## src/rtl/s2mm_ring_scheduler.sv

```systemverilog
// Issues DataMover S2MM write commands, one per fixed-size slot of a circular DDR buffer,
// throttled by the host consumption pointer and a cap on in-flight writes.
module s2mm_ring_scheduler #(
  parameter logic [31:0] BUF_BASE        = 32'h0000_0000,
  parameter int unsigned XFER_BYTES      = 65536,
  parameter int unsigned SLOT_BITS       = 4,
  parameter int unsigned MAX_OUTSTANDING = 4
) (
  input  logic                 axi_aclk,
  input  logic                 axi_aresetn,
  input  logic                 enable,
  input  logic [SLOT_BITS:0]   host_rd_ptr,
  output logic [71:0]          cmd_tdata,
  output logic                 cmd_tvalid,
  input  logic                 cmd_tready,
  input  logic                 s2mm_wr_xfer_cmplt,
  input  logic                 s2mm_err,
  input  logic                 s2mm_halt,
  output logic [SLOT_BITS:0]   wr_ptr,
  output logic [SLOT_BITS:0]   outstanding,
  output logic                 buf_full,
  output logic [1:0]           state,
  output logic                 err_sticky
);

  localparam int unsigned   PW          = SLOT_BITS + 1;
  localparam int unsigned   NUM_SLOTS   = 1 << SLOT_BITS;
  localparam logic [PW-1:0] NUM_SLOTS_P = PW'(NUM_SLOTS);
  localparam logic [PW-1:0] MAX_OUT_P   = PW'(MAX_OUTSTANDING);
  localparam logic [PW-1:0] ONE         = PW'(1);

  typedef enum logic [1:0] {
    ST_IDLE  = 2'd0,
    ST_RUN   = 2'd1,
    ST_DRAIN = 2'd2,
    ST_ERROR = 2'd3
  } state_t;

  state_t        state_q, state_d;
  logic [PW-1:0] issue_ptr, cmplt_ptr;
  logic [PW-1:0] issue_d, cmplt_d, out_d;
  logic [71:0]   cmd_tdata_d;
  logic          cmd_tvalid_d, err_sticky_d;
  logic          handshake, cmplt_ok, fault, issue_ok_d;

  function automatic logic [71:0] build_cmd(input logic [PW-1:0] ptr);
    logic [31:0] saddr;
    saddr = BUF_BASE + 32'(ptr[SLOT_BITS-1:0]) * 32'(XFER_BYTES);
    return {4'd0, 4'(ptr), saddr, 1'b0, 1'b1, 6'd0, 1'b1, 23'(XFER_BYTES)};
  endfunction

  assign handshake   = cmd_tvalid & cmd_tready;
  assign outstanding = issue_ptr - cmplt_ptr;
  assign cmplt_ok    = s2mm_wr_xfer_cmplt && (outstanding != '0);
  assign fault       = s2mm_err | s2mm_halt;
  assign wr_ptr      = cmplt_ptr;
  assign buf_full    = (issue_ptr - host_rd_ptr) == NUM_SLOTS_P;
  assign state       = state_q;

  always_comb begin
    state_d = state_q;
    unique case (state_q)
      ST_IDLE:  if (enable) state_d = ST_RUN;
      ST_RUN: begin
        if (fault)        state_d = ST_ERROR;
        else if (!enable) state_d = ST_DRAIN;
      end
      ST_DRAIN: begin
        if (fault)                                   state_d = ST_ERROR;
        else if (outstanding == '0 && !cmd_tvalid)  state_d = ST_IDLE;
      end
      ST_ERROR: if (!enable) state_d = ST_IDLE;
      default:  state_d = ST_IDLE;
    endcase
  end

  // Next command is judged on post-update pointers so back-to-back issue sustains 1/cycle.
  always_comb begin
    issue_d      = issue_ptr;
    cmplt_d      = cmplt_ptr;
    err_sticky_d = err_sticky;
    cmd_tvalid_d = cmd_tvalid;
    cmd_tdata_d  = cmd_tdata;

    if (state_q == ST_IDLE && state_d == ST_RUN) begin
      issue_d      = host_rd_ptr;
      cmplt_d      = host_rd_ptr;
      err_sticky_d = 1'b0;
    end else begin
      if (handshake) issue_d = issue_ptr + ONE;
      if (cmplt_ok)  cmplt_d = cmplt_ptr + ONE;
    end
    if (state_d == ST_ERROR && state_q != ST_ERROR) err_sticky_d = 1'b1;

    out_d      = issue_d - cmplt_d;
    issue_ok_d = (state_q == ST_RUN) && (state_d == ST_RUN) &&
                 ((issue_d - host_rd_ptr) != NUM_SLOTS_P) && (out_d < MAX_OUT_P);

    // A presented command is held until accepted; only a halted DataMover withdraws it.
    if (state_d == ST_ERROR) begin
      cmd_tvalid_d = 1'b0;
    end else if (!(cmd_tvalid && !cmd_tready)) begin
      cmd_tvalid_d = issue_ok_d;
      if (issue_ok_d) cmd_tdata_d = build_cmd(issue_d);
    end
  end

  always_ff @(posedge axi_aclk or negedge axi_aresetn) begin
    if (!axi_aresetn) begin
      state_q    <= ST_IDLE;
      issue_ptr  <= '0;
      cmplt_ptr  <= '0;
      cmd_tvalid <= 1'b0;
      cmd_tdata  <= '0;
      err_sticky <= 1'b0;
    end else begin
      state_q    <= state_d;
      issue_ptr  <= issue_d;
      cmplt_ptr  <= cmplt_d;
      cmd_tvalid <= cmd_tvalid_d;
      cmd_tdata  <= cmd_tdata_d;
      err_sticky <= err_sticky_d;
    end
  end

endmodule

```

## config.mk

```make
export PLATFORM = sky130hd
export DESIGN_NAME = s2mm_ring_scheduler
export DESIGN_NICKNAME = d
export VERILOG_FILES = /design/src/rtl/s2mm_ring_scheduler.sv
export SDC_FILE = /design/constraint.sdc
export NUM_CORES = 1
export LEC_CHECK = 0
export CORE_ASPECT_RATIO = 2
export CORE_UTILIZATION = 46
export CTS_CLUSTER_SIZE = 25
export DETAILED_ROUTE_END_ITERATION = 8
export PLACE_DENSITY = 0.88
export SYNTH_ARGS = -nofsm -noshare
export SYNTH_HDL_FRONTEND = slang
export SYNTH_SLANG_ARGS = --single-unit
```

## constraint.sdc

```tcl
create_clock -name axi_aclk -period 13.9 [get_ports axi_aclk]
set_clock_uncertainty 0.15 [all_clocks]
set_input_delay 4.17 -clock axi_aclk [delete_from_list [all_inputs] [get_ports axi_aclk]]
set_output_delay 4.17 -clock axi_aclk [all_outputs]
set_load 0.02 [all_outputs]
```

==> impl_metrics.py, run 1 <==
metrics = {
    "setup_path": {
        "critPathKind": "in -> out",
        "r2r_slack_ps": 8830,
        "r2r-start": "issue_ptr[0]",
        "required_ps": 9580,
        "cp.arrival_ps": 6310,
        "start_kind": "primary input",
        "end_kind": "output pin",
        "crit_fanout": 2,
        "reg2regPathDepth": 17,
        "worstReg2RegEnd": "cmd_tdata[66]",
    },
    "global_routing": {
        "grt_antenna_before_repair": 0,
        "grt_start_max_net_pins": 21,
        "first_global_vias": 1614,
        "grt_pass1_wl_um": 7200,
        "grt-ovfl-total": 0,
        "grt.total_usage_pct": 18.7,
    },
    "run_status": {
        "status": "complete, no violations",
    },
    "drt": {
        "dr.pass1.iters": 6,
        "drt_iter0_drc": 22,
        "wl_um": 4280,
        "drc": 0,
        "drtAntennaViolNets": 0,
        "via_per_inst": 4.93,
        "vias": 1638,
        "wl_per_cell_um": 12.9,
    },
    "clock_network": {
        "cts_buffers": 3,
        "clkLatencyLatePin_ps": 260,
        "post_cts_buffers": 0,
        "h-tree-depth": 1,
        "clkTransAtPathRegs_ps": 70,
        "clock_sinks": 19,
        "cts_hold_buf": 0,
        "cts-root-buf": "clkbuf_8",
        "cts-resized-gates": 0,
        "cts.path.max_buffers": 2,
        "cts_tree": "yes",
    },
    "power": {
        "vdd_drop_max_uv": 234,
        "leakagePower_nw": 1.14,
        "combPwrFrac_pct": 76.9,
        "p_int_mw": 0.342,
        "switching_share_pct": 50.3,
        "powerDensity_nw_per_um2": 294,
        "p_seq_share_pct": 17.5,
        "switchingPower_mw": 0.346,
        "finalPower_mw": 0.688,
        "clockPowerShare_pct": 5.6,
    },
    "cells_and_area": {
        "area_growth_pct": 8.91,
        "regArea_sq_um": 475,
        "antenna_cells": 0,
        "multi_input_area_sq_um": 1330,
        "drive_above_1_share_pct": 6.47,
        "nets": 308,
        "finalInstanceArea_sq_um": 2340,
        "nFillCells": 422,
    },
    "sta": {
        "min_period_ps": 10630,
        "timing.final.crit_share_pct": 76.5,
        "fin_setup_tns_ps": 0,
        "relSlewSlack_pct": 41.2,
        "fmax_mhz": 94.0,
        "slew_viol_final": 0,
        "hold_viol": 0,
        "worst_pin_slew_ps": 879,
        "rsz0062_at_grt": "no",
        "setup_viol": 0,
    },
    "min_path": {
        "min-delay-start": "cmd_tdata[30]",
        "worstHoldEndpoint": "cmd_tdata[30]",
        "hp-class": "reg -> reg",
        "min_delay_path_depth": 1,
    },
    "yosys": {
        "ys.flop_type": "dfrtp_1",
        "synth_edf_count": 0,
        "syn_inst": 247,
        "syn_avg_cell_area_sq_um": 8.70,
        "ys_ff_latch": 19,
        "yosysWarnings": 0,
        "synth_cell_type_count": 47,
        "async_reset_ff_share_pct": 100,
        "synth_seq_area_share_pct": 22.1,
        "synthesis.area_sq_um": 2150,
    },
    "floorplan": {
        "pin_count": 99,
        "core_area_sq_um": 4420,
        "die_h_um": 98.7,
        "die_w_um": 50.3,
        "dieArea_sq_um": 4970,
        "initial_core_util_pct": 48.6,
        "rows": 34,
    },
    "placed_design": {
        "portBuffers": 37,
        "dpl_cell_area_sq_um": 2290,
        "post-dp-hpwl_um": 3490,
        "gp_congestion": 0.872,
    },
    "flow_run": {
        "cap_violations": 0,
    },
}
## worst max-delay path: stages
cell,delay [ps]
clkdlybuf4s50_1,470
inv_1,70
ha_1,300
nor2b_1,130
o21ai_0,140
nand2b_1,90
nor3_1,170
a31oi_1,60
nor2_1,110
clkdlybuf4s50_1,610
## power by group through the flow
stage,clock [mW],combinational [mW],sequential [mW]
detailed placement,0,0.527,0.121
floorplan,0,0.366,0.132
global route,0.0417,0.580,0.126
finish,0.0386,0.529,0.120
CTS,0.0394,0.533,0.120
global placement,0,0.513,0.120
## sequential cells by signal, indices dropped and copies added, names as in the netlist
register / count
cmd_tvalid: 1
cmd_tdata: 5
wr_ptr: 5
state: 2
err_sticky: 1
issue_ptr: 5
## cell usage in the layout, fill, tap and decap left out, types with 2 or more instances in the layout
| cell type | instances |
|---|---|
| a21boi_0 | 2 |
| a21o_1 | 2 |
| a21oi_1 | 16 |
| a31oi_1 | 2 |
| and2_1 | 3 |
| clkbuf_8 | 3 |
| clkdlybuf4s50_1 | 37 |
| conb_1 | 61 |
| dfrtp_1 | 19 |
| ha_1 | 16 |
| inv_1 | 15 |
| mux2_4 | 5 |
| nand2_1 | 10 |
| nand2b_1 | 9 |
| nand3_1 | 5 |
| nand3b_1 | 2 |
| nand4_1 | 3 |
| nor2_1 | 16 |
| nor2b_1 | 2 |
| o21ai_0 | 6 |
| xnor2_1 | 6 |
| xor2_1 | 12 |
## logic make-up after synthesis
| family | share of synthesized area [%] |
|---|---|
| buffers and inverters | 26.7 |
| and+or+nand+nor | 15.2 |
| AOI/OAI and AO/OA | 13.5 |
| xor gates and xnor gates | 8.09 |
| DFF | 22.1 |
| adders and majority gates | 10.2 |
| muxes | 3.96 |
| other | 0.174 |
## cells in the mapped netlist, drive strengths merged, types with 2 or more instances
cell type | count | area, sq um
nand2 | 10 | 37.5
ha | 16 | 200
and2 | 3 | 18.8
nand4 | 3 | 18.8
nand2b | 9 | 56.3
a21oi | 17 | 88.8
o21ai | 6 | 30.0
inv | 15 | 56.3
nor2b | 2 | 12.5
a21boi | 2 | 15.0
buf | 68 | 510
xor2 | 12 | 105
clkbuf | 2 | 7.51
nand3 | 6 | 35.0
xnor2 | 7 | 68.8
a21o | 2 | 15.0
a31oi | 2 | 12.5
dfrtp | 19 | 475
o211ai | 2 | 33.8
mux2 | 5 | 75.1
or4b | 2 | 23.8
nand3b | 2 | 15.0
nor2 | 16 | 60.1
## stage by stage
step	utilization (%)	setup slack (ps)	hold WS, ps	instances
finish	52.9	3270	384	332
global route	52.9	3050	408	332
CTS	52.9	3260	393	332
detailed placement	51.9	3260	373	328
global placement	51.9	3320	344	328
floorplan	-	4250	470	307
## per-layer routing
layer	global-route usage [%]	routed length (um)	vias to the layer above
met2	34.5	2300	96
met4	11.5	252	0
li1	-	-	760
met5	0	0	-
met3	2.93	272	19
met1	18.5	1450	763
## worst max path at each step
stage | slack (ps) | start | to
after floorplan | 4250 | host_rd_ptr[1] | buf_full
after global placement | 3320 | host_rd_ptr[1] | buf_full
after detailed placement | 3260 | host_rd_ptr[1] | buf_full
after CTS | 3260 | host_rd_ptr[1] | buf_full
after global routing | 3050 | host_rd_ptr[1] | buf_full
final | 3270 | host_rd_ptr[1] | buf_full
## cell type report
type / count / share of cell area (%)
clock buffer: 3 / 1.76
inverter: 15 / 2.41
tap: 54 / 2.89
timing repair buffer: 37 / 15.8
multi-input combinational: 203 / 56.6
clock inverter: 1 / 0.214
sequential: 19 / 20.3
Note: power is estimated with default switching activity, not from simulation.
==> inputs of run 2 (changes only) <==
--- a/config.mk
+++ b/config.mk
@@ -6,10 +6,10 @@
 export NUM_CORES = 1
 export LEC_CHECK = 0
 export CORE_ASPECT_RATIO = 2
-export CORE_UTILIZATION = 46
+export CORE_UTILIZATION = 42
 export CTS_CLUSTER_SIZE = 25
 export DETAILED_ROUTE_END_ITERATION = 8
-export PLACE_DENSITY = 0.88
+export PLACE_DENSITY = 0.81
 export SYNTH_ARGS = -nofsm -noshare
 export SYNTH_HDL_FRONTEND = slang
 export SYNTH_SLANG_ARGS = --single-unit
==> constraint.sdc (replaced) <==
create_clock -name axi_aclk -period 10 [get_ports axi_aclk]
set_clock_uncertainty 0.15 [all_clocks]
set_input_delay 3 -clock axi_aclk [delete_from_list [all_inputs] [get_ports axi_aclk]]
set_output_delay 3 -clock axi_aclk [all_outputs]
set_load 0.02 [all_outputs]
==> run 2 against run 1 <==
Net effect: die area grew 9.2%; register-to-register slack lost 3900 ps; sequential share of layout area is essentially flat; critical path type unchanged; critical path depth is the same; largest power group unchanged; first-iteration DRC count grew 9.1%; critical endpoint unchanged; clock power grew 41%; sequential power grew 38%; utilization shrank 5.2 points; wire length shrank 3.9%; via count shrank 1.9%; count of clock-buffer cells in the layout grew 1; cell area grew 0.11%.
==> impl_metrics.py, run 2 (synthesized netlist as in run 1, its figures left out) <==
metrics = {
    "run_status": {
        "status": "complete, no violations",
    },
    "sta": {
        "hold_viol": 0,
        "min_period_ps": 8270,
        "slew_viol_final": 0,
        "rsz0062_at_grt": "no",
        "setup_viol": 0,
        "fin_setup_tns_ps": 0,
        "relSlewSlack_pct": 40.7,
        "setup_ws_ps": 1730,
        "worst_pin_slew_ps": 887,
        "timing.final.crit_share_pct": 82.7,
        "fmax_mhz": 121,
    },
    "power": {
        "p_seq_share_pct": 17.5,
        "leakagePower_nw": 1.14,
        "switching_share_pct": 50.0,
        "clockPowerShare_pct": 5.7,
        "combPwrFrac_pct": 76.8,
        "vdd_drop_max_uv": 228,
        "powerDensity_nw_per_um2": 405,
        "switchingPower_mw": 0.475,
        "p_int_mw": 0.475,
    },
    "drt": {
        "wl_um": 4110,
        "wl_per_cell_um": 12.3,
        "via_per_inst": 4.80,
        "drt_iter0_drc": 24,
        "vias": 1607,
        "drc": 0,
        "dr.pass1.iters": 4,
        "drtAntennaViolNets": 0,
    },
    "cells_and_area": {
        "layout_common_cells": "conb_1, clkdlybuf4s50_1, dfrtp_1",
        "drive_above_1_share_pct": 6.12,
        "area_growth_pct": 9.02,
        "antenna_cells": 0,
        "layout.cells.most_common": "conb_1",
        "nFillCells": 502,
        "nets": 308,
    },
    "clock_network": {
        "cts_hold_buf": 0,
        "cts-resized-gates": 0,
        "clkTransAtPathRegs_ps": 70,
        "cts-root-buf": "clkbuf_8",
        "post_cts_buffers": 0,
        "cts_buffers": 3,
        "cts.path.max_buffers": 2,
        "clock_sinks": 19,
        "cts_tree": "yes",
        "clkLatencyLatePin_ps": 260,
        "h-tree-depth": 1,
    },
    "setup_path": {
        "start_kind": "primary input",
        "required_ps": 6850,
        "cp.arrival_ps": 5120,
        "critPathSlowestCell": "clkdlybuf4s50_1",
        "crit_chain": "clkdlybuf4s50_1, inv_1, ha_1, nor2b_1, o21ai_0, nand2b_1, nor3_1, a31oi_1, nor2_1, clkdlybuf4s50_1",
        "end_kind": "output pin",
        "slowest_delay_ps": 610,
        "reg2regPathDepth": 17,
        "path_common_cell": "clkdlybuf4s50_1",
        "crit_fanout": 2,
        "critPathKind": "in -> out",
    },
    "global_routing": {
        "grt_pass1_wl_um": 6610,
        "grt_busiest_layer": "met2",
        "first_global_vias": 1506,
        "grt_start_max_net_pins": 21,
        "met2_usage_pct": 32.9,
        "grtUsageMet3_pct": 0.877,
        "grt_antenna_before_repair": 0,
        "grtUsageMet1_pct": 16.2,
        "grt.total_usage_pct": 16.3,
        "grt-ovfl-total": 0,
    },
    "placed_design": {
        "post-dp-hpwl_um": 3510,
        "gp_congestion": 0.841,
        "place_ws_ps": 1720,
        "portBuffers": 37,
    },
    "floorplan": {
        "dieArea_sq_um": 5430,
        "die_h_um": 103,
        "pin_count": 99,
        "rows": 36,
        "core_area_sq_um": 4910,
        "initial_core_util_pct": 43.8,
        "die_w_um": 52.6,
    },
    "min_path": {
        "hp-class": "reg -> reg",
        "min_delay_path_depth": 1,
    },
    "flow_run": {
        "cap_violations": 0,
    },
}
[run 2: area by class of cell]
type | instances | area [sq um] | area share (%)
inverter | 15 | 56.3 | 2.40
timing repair buffer | 37 | 370 | 15.8
clock buffer | 4 | 45.0 | 1.92
sequential | 19 | 475 | 20.3
tap | 57 | 71.3 | 3.04
multi-input combinational | 203 | 1330 | 56.5
[run 2: worst paths after layout]
path / from / endpoint / slack, ps
max in group asynchronous: axi_aresetn / wr_ptr[1] / 6070
setup / recovery: host_rd_ptr[1] / buf_full / 1730
min in group asynchronous: axi_aresetn / wr_ptr[4] / 3090
hold reg to reg: cmd_tdata[30] / cmd_tdata[30] / 380
hold / removal: cmd_tdata[30] / cmd_tdata[30] / 380
setup reg to reg: issue_ptr[0] / cmd_tdata[65] / 4900
[run 2: power by group through the flow]
stage / clock [mW] / sequential (mW) / combinational (mW)
after CTS: 0.0542 / 0.166 / 0.734
after global placement: 0 / 0.165 / 0.715
final: 0.0545 / 0.166 / 0.729
after global routing: 0.0569 / 0.174 / 0.795
after detailed placement: 0 / 0.168 / 0.732
after floorplan: 0 / 0.183 / 0.509
[run 2: critical path, delay by kind of cell]
family | cells | cell delay, ps
buffers and inverters | 3 | 1140
AND/OR/NAND/NOR | 4 | 500
AO/OA/AOI/OAI | 2 | 190
adder cells (fa/ha/maj) | 1 | 300
[run 2: metal layers]
layer / share of wire, % / wire [um]
met5: 0 / 0
met4: 2.3 / 96
met3: 4.2 / 174
met2: 59 / 2410
met1: 35 / 1420
[run 2: per-stage QoR]
stage / instance area [sq um] / power (mW) / hold WS, ps / instances / util [%]
finish: 2340 / 0.949 / 377 / 335 / 47.7
floorplan: 2370 / 0.692 / 470 / 307 / -
detailed placement: 2300 / 0.899 / 368 / 331 / 46.8
CTS: 2340 / 0.954 / 386 / 335 / 47.7
global route: 2340 / 1.03 / 418 / 335 / 47.7
global placement: 2300 / 0.880 / 361 / 331 / 46.8
==> inputs of run 3 (changes only) <==
--- a/config.mk
+++ b/config.mk
@@ -6,10 +6,10 @@
 export NUM_CORES = 1
 export LEC_CHECK = 0
 export CORE_ASPECT_RATIO = 2
-export CORE_UTILIZATION = 42
+export CORE_UTILIZATION = 38
 export CTS_CLUSTER_SIZE = 25
 export DETAILED_ROUTE_END_ITERATION = 8
-export PLACE_DENSITY = 0.81
+export PLACE_DENSITY = 0.78
 export SYNTH_ARGS = -nofsm -noshare
 export SYNTH_HDL_FRONTEND = slang
 export SYNTH_SLANG_ARGS = --single-unit
==> constraint.sdc (replaced) <==
create_clock -name axi_aclk -period 6.7 [get_ports axi_aclk]
set_clock_uncertainty 0.15 [all_clocks]
set_input_delay 2.01 -clock axi_aclk [delete_from_list [all_inputs] [get_ports axi_aclk]]
set_output_delay 2.01 -clock axi_aclk [all_outputs]
set_load 0.02 [all_outputs]
==> run 3 against run 2 <==
Net effect: register-to-register slack got worse by 3300 ps; largest cell class unchanged; via count fell by 1.1%; wire length rose by 2.4%; highest routed layer unchanged; cell area rose by 0.80%; critical path depth did not move; clock power rose by 50%; sequential power rose by 50%; largest power group unchanged; final cell count rose by 1.5%.
==> impl_metrics.py, run 3 (synthesized netlist as in run 1, its figures left out) <==
metrics = {
    "power": {
        "leakagePower_nw": 1.15,
        "clockPowerShare_pct": 5.7,
        "powerDensity_nw_per_um2": 602,
        "p_int_mw": 0.715,
        "switchingPower_mw": 0.707,
        "p_seq_share_pct": 17.5,
        "finalPower_mw": 1.42,
        "combPwrFrac_pct": 76.7,
        "switching_share_pct": 49.7,
        "vdd_drop_max_uv": 273,
    },
    "clock_network": {
        "clkLatencyLatePin_ps": 260,
        "cts.path.max_buffers": 2,
        "post_cts_buffers": 0,
        "cts_tree": "yes",
        "cts-resized-gates": 0,
        "h-tree-depth": 1,
        "cts_hold_buf": 0,
        "clock_sinks": 19,
        "clkTransAtPathRegs_ps": 70,
        "cts-root-buf": "clkbuf_8",
        "cts_buffers": 3,
    },
    "global_routing": {
        "grt_pass1_wl_um": 6690,
        "grt_start_max_net_pins": 20,
        "first_global_vias": 1540,
        "grt.total_usage_pct": 15.4,
        "grt_antenna_before_repair": 0,
        "grt-ovfl-total": 0,
    },
    "min_path": {
        "min-delay-start": "cmd_tdata[30]",
        "hp-class": "reg -> reg",
    },
    "setup_path": {
        "crit_fanout": 2,
        "critPathKind": "in -> out",
        "crit_buf_inv": 3,
        "path_common_cell": "clkdlybuf4s50_1",
        "end_kind": "output pin",
        "critical_path.top_delay_family": "buffers and inverters",
        "r2r-start": "issue_ptr[0]",
        "start_kind": "primary input",
        "required_ps": 4540,
        "crit_chain": "clkdlybuf4s50_1, inv_1, ha_1, nor2b_1, o21ai_0, nand2b_1, nor3_1, a31oi_1, nor2_1, clkdlybuf4s50_1",
        "startpoint": "host_rd_ptr[1]",
        "slowest_delay_ps": 600,
        "cp.arrival_ps": 4180,
        "critPathSlowestCell": "clkdlybuf4s50_1",
    },
    "cells_and_area": {
        "nFillCells": 548,
        "finalInstanceArea_sq_um": 2360,
        "layout_common_cells": "conb_1, clkdlybuf4s50_1, dfrtp_1",
        "drive_above_1_share_pct": 6.79,
        "layout.cells.most_common": "conb_1",
        "nets": 310,
        "antenna_cells": 0,
        "area_growth_pct": 9.90,
    },
    "floorplan": {
        "die_w_um": 55.2,
        "dieArea_sq_um": 5980,
        "rows": 38,
        "die_h_um": 108,
        "initial_core_util_pct": 39.7,
        "pin_count": 99,
        "core_area_sq_um": 5420,
    },
    "drt": {
        "drt_iter0_drc": 30,
        "vias": 1589,
        "wl_per_cell_um": 12.4,
        "wl_um": 4200,
        "via_per_inst": 4.67,
        "drc": 0,
        "drtAntennaViolNets": 0,
        "dr.pass1.iters": 4,
    },
    "sta": {
        "fmax_mhz": 158,
        "relSlewSlack_pct": 39.6,
        "hold_viol": 0,
        "setup_ws_ps": 359,
        "setup_viol": 0,
        "fin_setup_tns_ps": 0,
        "worst_pin_slew_ps": 904,
        "min_period_ps": 6340,
        "rsz0062_at_grt": "no",
        "timing.final.crit_share_pct": 94.6,
        "slew_viol_final": 0,
    },
    "flow_run": {
        "cap_violations": 0,
    },
    "placed_design": {
        "portBuffers": 37,
        "dpl_cell_area_sq_um": 2320,
        "place_ws_ps": 360,
        "post-dp-hpwl_um": 3580,
        "gp_congestion": 0.803,
    },
    "run_status": {
        "status": "complete, no violations",
    },
}
run 3: cell count changes in the layout (fill, tap and decap cells not counted), sizes merged:
cell | previous run | this run
buf | 0 | 2
run 3: worst register-to-register path, stage by stage, from the launching register on:
cell	delay (ps)
dfrtp_1	420
inv_1	130
ha_1	220
fa_1	420
nand2b_1	170
a21oi_1	150
xor2_1	350
and2_1	290
nand2b_1	220
o21ai_0	110
a21o_1	200
ha_1	230
or4b_1	540
o211ai_2	180
or4b_4	500
o32ai_4	160
o211ai_4	190
mux2_4	340
run 3: layer usage:
layer | GRT usage (%) | vias to the layer above | part of all wire (%) | routed length [um]
li1 | - | 769 | - | -
met1 | 14.8 | 735 | 34 | 1410
met2 | 29.7 | 75 | 58 | 2460
met3 | 0.985 | 10 | 4.3 | 181
met4 | 7.68 | 0 | 3.6 | 152
met5 | 0 | - | 0 | 0
run 3: final timing paths:
check	end	slack, ps	depth (start not counted)
min	cmd_tdata[30]	370	1
min in group asynchronous	err_sticky	2110	1
max	buf_full	360	10
max in group asynchronous	issue_ptr[2]	3740	1
min reg2reg	cmd_tdata[30]	370	1
max reg2reg	cmd_tdata[64]	1620	17
run 3: power groups by stage:
stage | Sequential, mW | Combinational [mW] | Clock (mW)
finish | 0.249 | 1.09 | 0.0815
global route | 0.259 | 1.20 | 0.0874
CTS | 0.249 | 1.10 | 0.0838
detailed placement | 0.252 | 1.10 | 0
global placement | 0.249 | 1.07 | 0
floorplan | 0.273 | 0.760 | 0
run 3: layout make-up:
class	count	area, sq um	share of cell area, %
inverters	15	56.3	2.38
repair buffers	39	385	16.3
well taps	60	75.1	3.18
clock buffers	4	45.0	1.91
flip-flops and latches	19	475	20.1
multi-input cells	203	1330	56.1
run 3: through the flow:
step / hold WS (ps) / std cells / utilization [%]
floorplan: 470 / 307 / -
CTS: 377 / 340 / 43.6
detailed placement: 360 / 336 / 42.8
global route: 399 / 340 / 43.6
global placement: 346 / 336 / 42.8
finish: 369 / 340 / 43.6
